$ cat config.mk
export PLATFORM = sky130hd
export DESIGN_NAME = clk_div_multi_flat
export DESIGN_NICKNAME = d
export VERILOG_FILES = /design/src/rtl/clk_div_multi_if.sv /design/src/rtl/clk_div_multi.sv /design/src/flat_wrapper.sv
export SDC_FILE = /design/constraint.sdc
export NUM_CORES = 1
export LEC_CHECK = 0
export BUFFER_PORTS_ARGS = -buffer_cell sky130_fd_sc_hd__buf_2
export CAP_MARGIN = 20
export CORE_ASPECT_RATIO = 0.6
export CORE_MARGIN = 4
export CORE_UTILIZATION = 51
export CTS_BUF_LIST = sky130_fd_sc_hd__clkbuf_8
export DETAILED_ROUTE_END_ITERATION = 10
export PLACE_DENSITY = 0.79
export SYNTH_ARGS = -nofsm -noshare
export SYNTH_HDL_FRONTEND = slang
export SYNTH_SLANG_ARGS = --single-unit
export TNS_END_PERCENT = 30
$ cat constraint.sdc
create_clock -name i_ref_clk -period 2.4 [get_ports i_ref_clk]
set_input_delay 0.48 -clock i_ref_clk [delete_from_list [all_inputs] [get_ports i_ref_clk]]
set_output_delay 0.48 -clock i_ref_clk [all_outputs]
set_load 0.01 [all_outputs]
$ cat src/rtl/clk_div_multi_if.sv
// clk_div_multi_if: control/status bundle for the multi-channel clock divider.
//   i_clk_en      per-channel enable
//   i_div_ratio   per-channel ratio, channel c at [c*DIV_BITS +: DIV_BITS]
//   i_sync        one-cycle re-phase pulse shared by all channels
//   o_div_clk     divided clock per channel
//   o_period_tick one-cycle pulse with each divided-clock rising edge
//   o_active      channel is dividing (not idle, not bypassed)
interface clk_div_multi_if #(
   parameter int DIV_BITS = 8,
   parameter int NUM_CH   = 2
);
   logic [NUM_CH-1:0]          i_clk_en;
   logic [NUM_CH*DIV_BITS-1:0] i_div_ratio;
   logic                       i_sync;
   logic [NUM_CH-1:0]          o_div_clk;
   logic [NUM_CH-1:0]          o_period_tick;
   logic [NUM_CH-1:0]          o_active;

   modport master (
      output i_clk_en, i_div_ratio, i_sync,
      input  o_div_clk, o_period_tick, o_active
   );

   modport slave (
      input  i_clk_en, i_div_ratio, i_sync,
      output o_div_clk, o_period_tick, o_active
   );
endinterface

$ cat src/rtl/clk_div_multi.sv
// clk_div_multi: NUM_CH independent programmable integer clock dividers.
// Each channel divides i_ref_clk by its latched ratio R (low ceil(R/2),
// high floor(R/2)); ratio changes land only at period boundaries.
// Ports:
//   i_ref_clk  reference clock, all state on its rising edge
//   i_rst      asynchronous active-high reset
//   bus        clk_div_multi_if.slave (enables, ratios, sync, outputs)

// One divider channel.
module clk_div_ch #(
   parameter int DIV_BITS = 8
) (
   input  logic                ref_clk,
   input  logic                rst,
   input  logic                en,
   input  logic                sync,
   input  logic [DIV_BITS-1:0] ratio,
   output logic                div_clk,
   output logic                tick,
   output logic                active
);
   typedef enum logic [1:0] {IDLE, LOW, HIGH} state_t;

   state_t              state;
   logic [DIV_BITS-1:0] cnt;
   logic [DIV_BITS-1:0] r_act;
   logic                div_q;

   // ratio >= 2 means "divide"; 0/1 mean bypass
   logic                live_ok;
   logic [DIV_BITS-1:0] lo_len;
   logic [DIV_BITS-1:0] hi_len;

   assign live_ok = |ratio[DIV_BITS-1:1];
   // ceil(R/2) written so R = 2^DIV_BITS-1 does not overflow
   assign lo_len  = r_act - (r_act >> 1);
   assign hi_len  = r_act >> 1;

   always_ff @(posedge ref_clk or posedge rst) begin
      if (rst) begin
         state  <= IDLE;
         cnt    <= '0;
         r_act  <= '0;
         div_q  <= 1'b0;
         tick   <= 1'b0;
         active <= 1'b0;
      end else if (!en) begin
         state  <= IDLE;
         cnt    <= '0;
         div_q  <= 1'b0;
         tick   <= 1'b0;
         active <= 1'b0;
      end else if (state == IDLE || sync) begin
         // start (from IDLE) or re-phase (running channel): both act as e0
         tick <= 1'b0;
         cnt  <= '0;
         div_q <= 1'b0;
         if (live_ok) begin
            state  <= LOW;
            r_act  <= ratio;
            active <= 1'b1;
         end else begin
            state  <= IDLE;
            active <= 1'b0;
         end
      end else if (state == LOW) begin
         if (cnt == lo_len - 1'b1) begin
            state <= HIGH;
            div_q <= 1'b1;
            tick  <= 1'b1;
            cnt   <= '0;
         end else begin
            cnt  <= cnt + 1'b1;
            tick <= 1'b0;
         end
      end else begin
         tick <= 1'b0;
         if (cnt == hi_len - 1'b1) begin
            // period boundary: the only point where a new ratio is taken
            div_q <= 1'b0;
            cnt   <= '0;
            if (live_ok) begin
               state <= LOW;
               r_act <= ratio;
            end else begin
               state  <= IDLE;
               active <= 1'b0;
            end
         end else begin
            cnt <= cnt + 1'b1;
         end
      end
   end

   // Bypass passes the reference clock straight through; disabled is held low.
   always_comb begin
      div_clk = 1'b0;
      if (en) begin
         if (state == IDLE && !live_ok) div_clk = ref_clk;
         else                           div_clk = div_q;
      end
   end
endmodule

module clk_div_multi #(
   parameter int DIV_BITS = 8,
   parameter int NUM_CH   = 2
) (
   input  logic           i_ref_clk,
   input  logic           i_rst,
   clk_div_multi_if.slave bus
);
   logic [NUM_CH-1:0] div_clk;
   logic [NUM_CH-1:0] tick;
   logic [NUM_CH-1:0] active;

   for (genvar c = 0; c < NUM_CH; c++) begin : g_ch
      clk_div_ch #(.DIV_BITS(DIV_BITS)) u_ch (
         .ref_clk (i_ref_clk),
         .rst     (i_rst),
         .en      (bus.i_clk_en[c]),
         .sync    (bus.i_sync),
         .ratio   (bus.i_div_ratio[c*DIV_BITS +: DIV_BITS]),
         .div_clk (div_clk[c]),
         .tick    (tick[c]),
         .active  (active[c])
      );
   end

   assign bus.o_div_clk     = div_clk;
   assign bus.o_period_tick = tick;
   assign bus.o_active      = active;
endmodule

$ cat src/flat_wrapper.sv
// flat-port wrapper written by rule: the top's interface ports become plain ports
module clk_div_multi_flat 
#(
   parameter int DIV_BITS = 8,
   parameter int NUM_CH   = 2
)
  (i_ref_clk, i_rst, bus_i_clk_en, bus_i_div_ratio, bus_i_sync, bus_o_div_clk, bus_o_period_tick, bus_o_active);
  clk_div_multi_if #(.DIV_BITS(DIV_BITS), .NUM_CH(NUM_CH)) bus_i ();
  input  logic i_ref_clk;
  input  logic i_rst;
  input wire logic [$bits(bus_i.i_clk_en)-1:0] bus_i_clk_en;
  input wire logic [$bits(bus_i.i_div_ratio)-1:0] bus_i_div_ratio;
  input wire logic [$bits(bus_i.i_sync)-1:0] bus_i_sync;
  output wire logic [$bits(bus_i.o_div_clk)-1:0] bus_o_div_clk;
  output wire logic [$bits(bus_i.o_period_tick)-1:0] bus_o_period_tick;
  output wire logic [$bits(bus_i.o_active)-1:0] bus_o_active;
  assign bus_i.i_clk_en = bus_i_clk_en;
  assign bus_i.i_div_ratio = bus_i_div_ratio;
  assign bus_i.i_sync = bus_i_sync;
  assign bus_o_div_clk = bus_i.o_div_clk;
  assign bus_o_period_tick = bus_i.o_period_tick;
  assign bus_o_active = bus_i.o_active;
  clk_div_multi #(.DIV_BITS(DIV_BITS), .NUM_CH(NUM_CH)) u_core (.i_ref_clk(i_ref_clk), .i_rst(i_rst), .bus(bus_i));
endmodule
==> metrics.txt <==
status=finished with violations; violated checks=negative setup slack; number of core rows=22; R2R depth=10; top cells by count, synth=dfrtp_1, ha_1, xnor2_1; routability cong.=0.938; Syn Inst Count=around 360; Initial DRC Count=slightly below 300; Starting Density=53.9%; Worst Setup End Kind=flop; Post-Syn Area per Cell=9.47 sq um; Net Count, Synth=between 400 and 500; critical path class=flop to flop; Fmax=~0.39 GHz; Synth cell types=50; total of max-cap violations=0; largest net degree at the start of global routing=41; DRC=0; I/O Buffers=26; multiplexer share of the synthesized area=under 10%; Tmin final=2.59 ns; Pre-antenna DRT Iters=5; predominant post-synthesis flop cell=dfrtp_1; final core utilization=between 70% and 80%; global-route wire length before repair=15,300 um; actual slew at the worst max-slew pin=approximately 0.75 ns; Fillers=429; top post-synthesis cells by area=dfrtp_1, ha_1, xnor2_1; flops & latches, synth=40; Register Area=0.00100 sq mm; simple-gate share of the synthesized area=between 10% and 20%; Compound-Gate Fraction of Synth Area=roughly 12%; # setup viols final=28; cts hold-fix bufs=0; worst skew pair latency=0.40 ns; Max Clock Skew=0.00521 ns; mapped cell area=roughly 0.0034 sq mm; DP HPWL=~6900 um; PD cells=between 700 and 800 mW/mm^2; unrepaired setup endpoints after global routing=yes; final setup margin=-0.195 ns; Reg-to-Reg End=u_core.g_ch[0].u_ch.r_act[2]; Final Slew Violations=0; ys async rst share=100%; antenna cells=0; Final Hold Viols=0; Multi-input gate area=around 0.0024 sq mm; Routed Antenna Nets=0; gr ovfl total=0; via count=approximately 3,000; Arrival @ worst endpoint=2.89 ns; Max stage delay on crit path=roughly 0.4 ns; HP Class=input port to asynchronous set/reset pin; CP cell instances=inv_2 -> ha_1 -> a21bo_4 -> a21boi_4 -> xnor2_1 -> nand4_1 -> nand4bb_4 -> a2111oi_4 -> buf_12 -> mux2_2; share of post-route cells with drive strength above 1=between 30% and 40%; IO Count=27; CTS tree=yes; Slowest-stage cell, CP=dfrtp_1; WL final=~9500 um; nets@finish=511; top-area cell type share of the netlist area=around 30%; die height=between 70 and 80 um; R2R Path Start=u_core.g_ch[0].u_ch.r_act[2]; Post-Synth XOR/XNOR Area=between 10% and 20%; Power Total=about 3200 uW; area grow syn2layout=31.6%; maximum vdd drop=roughly 0.00042 V; r2r setup slk=-0.19 ns; total core area=~0.0063 sq mm; Worst setup SP type=flop; Reg clk slew, reported paths=0.08 ns; Pleak=~0.0021 uW; drt via density=around 5.6; top-count cell post-synth=dfrtp_1; Total GRT Usage=24.0%; Seq/Total Area, Yosys=around 30%; die area=approximately 0.0080 sq mm; Syn. warnings=0; Post-synth EDFFs=0; post-synthesis adder-cell area fraction=15.2%; final worst-path cycle share=108%; drt wl/cell=around 18 um; Die W=~110 um; CP max FO=9; Yosys top cell by area=dfrtp_1; vias in the first global route=between 3,000 and 4,000; Slew headroom=50.2%; CP required=2.69 ns; initial antenna violation count=0; main combinational cell family by area after synthesis=simple AND/OR/NAND/NOR gates
## critical path, delay by kind of cell, from the launching register on
kind / cells / cell delay (ns)
compound gates: 3 / 0.79
simple gates: 2 / 0.40
flops: 1 / 0.39
mux: 1 / 0.33
buf+inv: 2 / 0.28
fa+ha+maj: 1 / 0.15
xor+xnor: 1 / 0.13
## how the worst max path moves through the flow
| stage | cells past startpoint | from | end |
|---|---|---|---|
| finish | 10 | u_core.g_ch[0].u_ch.r_act[2] | u_core.g_ch[0].u_ch.r_act[2] |
| global route | 11 | u_core.g_ch[0].u_ch.r_act[4] | u_core.g_ch[0].u_ch.r_act[7] |
| CTS | 10 | u_core.g_ch[0].u_ch.r_act[2] | u_core.g_ch[0].u_ch.r_act[2] |
| detailed placement | 10 | u_core.g_ch[0].u_ch.r_act[2] | u_core.g_ch[0].u_ch.r_act[3] |
| global placement | 10 | u_core.g_ch[0].u_ch.r_act[2] | u_core.g_ch[0].u_ch.r_act[1] |
| floorplan | 9 | u_core.g_ch[0].u_ch.r_act[3] | u_core.g_ch[0].u_ch.r_act[0] |
## area by class of cell
class | count | share of cell area (%)
Multi-Input combinational cell | 278 | 54.2
Sequential cell | 40 | 22.5
Timing Repair Buffer | 93 | 14.7
Clock buffer | 11 | 3.01
Tap cell | 84 | 2.36
Inverter | 26 | 2.19
Clock inverter | 4 | 0.956
## through the flow
stage / setup slack, ns / TNS (ns) / cell area, sq um / std cells / hold WS, ns
2_1_floorplan: -0.144 / -2.90 / 3390 / 357 / 0.486
3_3_place_gp: -0.205 / -3.90 / 4050 / 520 / 0.499
3_5_place_dp: -0.213 / -4.58 / 4050 / 520 / 0.508
4_1_cts: -0.189 / -2.45 / 4330 / 534 / 0.217
5_1_grt: -0.339 / -7.71 / 4450 / 536 / 0.247
6_report: -0.195 / -3.55 / 4450 / 536 / 0.198
## flip-flops by register name, indices dropped and copies added (netlist names)
signal                   flops
u_core.g_ch.u_ch.active      2
u_core.g_ch.u_ch.state       3
u_core.g_ch.u_ch.div_q       1
u_core.g_ch.u_ch.tick        2
u_core.g_ch.u_ch.cnt        16
u_core.g_ch.u_ch.r_act      16
## kinds of logic (layout without fill, tap and decap cells)
logic type,after synthesis,in the layout
simple gates,113,113
xor+xnor,58,58
compound gates,53,53
fa+ha+maj,40,40
flops,40,40
buf+inv,39,134
mux,14,14
## cell usage in the layout (no fill, tap or decap), types with 4 or more instances in the layout
cell,Yosys,final
buf_4,6,65
dfrtp_1,40,40
ha_1,38,36
xnor2_1,31,30
nor2_1,29,28
xor2_1,27,27
buf_2,0,27
inv_1,26,23
nand2_1,14,13
a21oi_1,14,12
nand3_1,12,12
mux2_2,12,11
clkbuf_8,0,9
nor2b_1,10,8
a22o_1,7,7
nor3_1,6,6
nand2b_1,6,6
nand4_1,5,5
and3_1,5,5
inv_2,0,5
nor4b_4,0,5
nor4_1,6,4
## where the power goes
group	total, uW	switching (uW)	internal, uW
Clock	761	306	455
Combinational	1640	832	809
Sequential	777	45.0	732
Total	3180	1180	2000
## timing repair
action / CTS / global route
setup endpoints to repair: 38 / 41
setup buffers: 1 / 1
resized for setup: 25 / 20
gates cloned: 0 / 1
pin swaps: 6 / 5
## per-layer routing
layer / global-route usage [%] / share of wire, % / wire length (um) / up-vias
li1: - / - / - / 1425
met1: 35.2 / 47 / 4480 / 1446
met2: 35.2 / 44 / 4150 / 108
met3: 5.56 / 8.5 / 809 / 12
met4: 6.67 / 1.0 / 95 / 0
met5: 0 / 0 / 0 / -
Note: power is estimated with default switching activity, not from simulation.
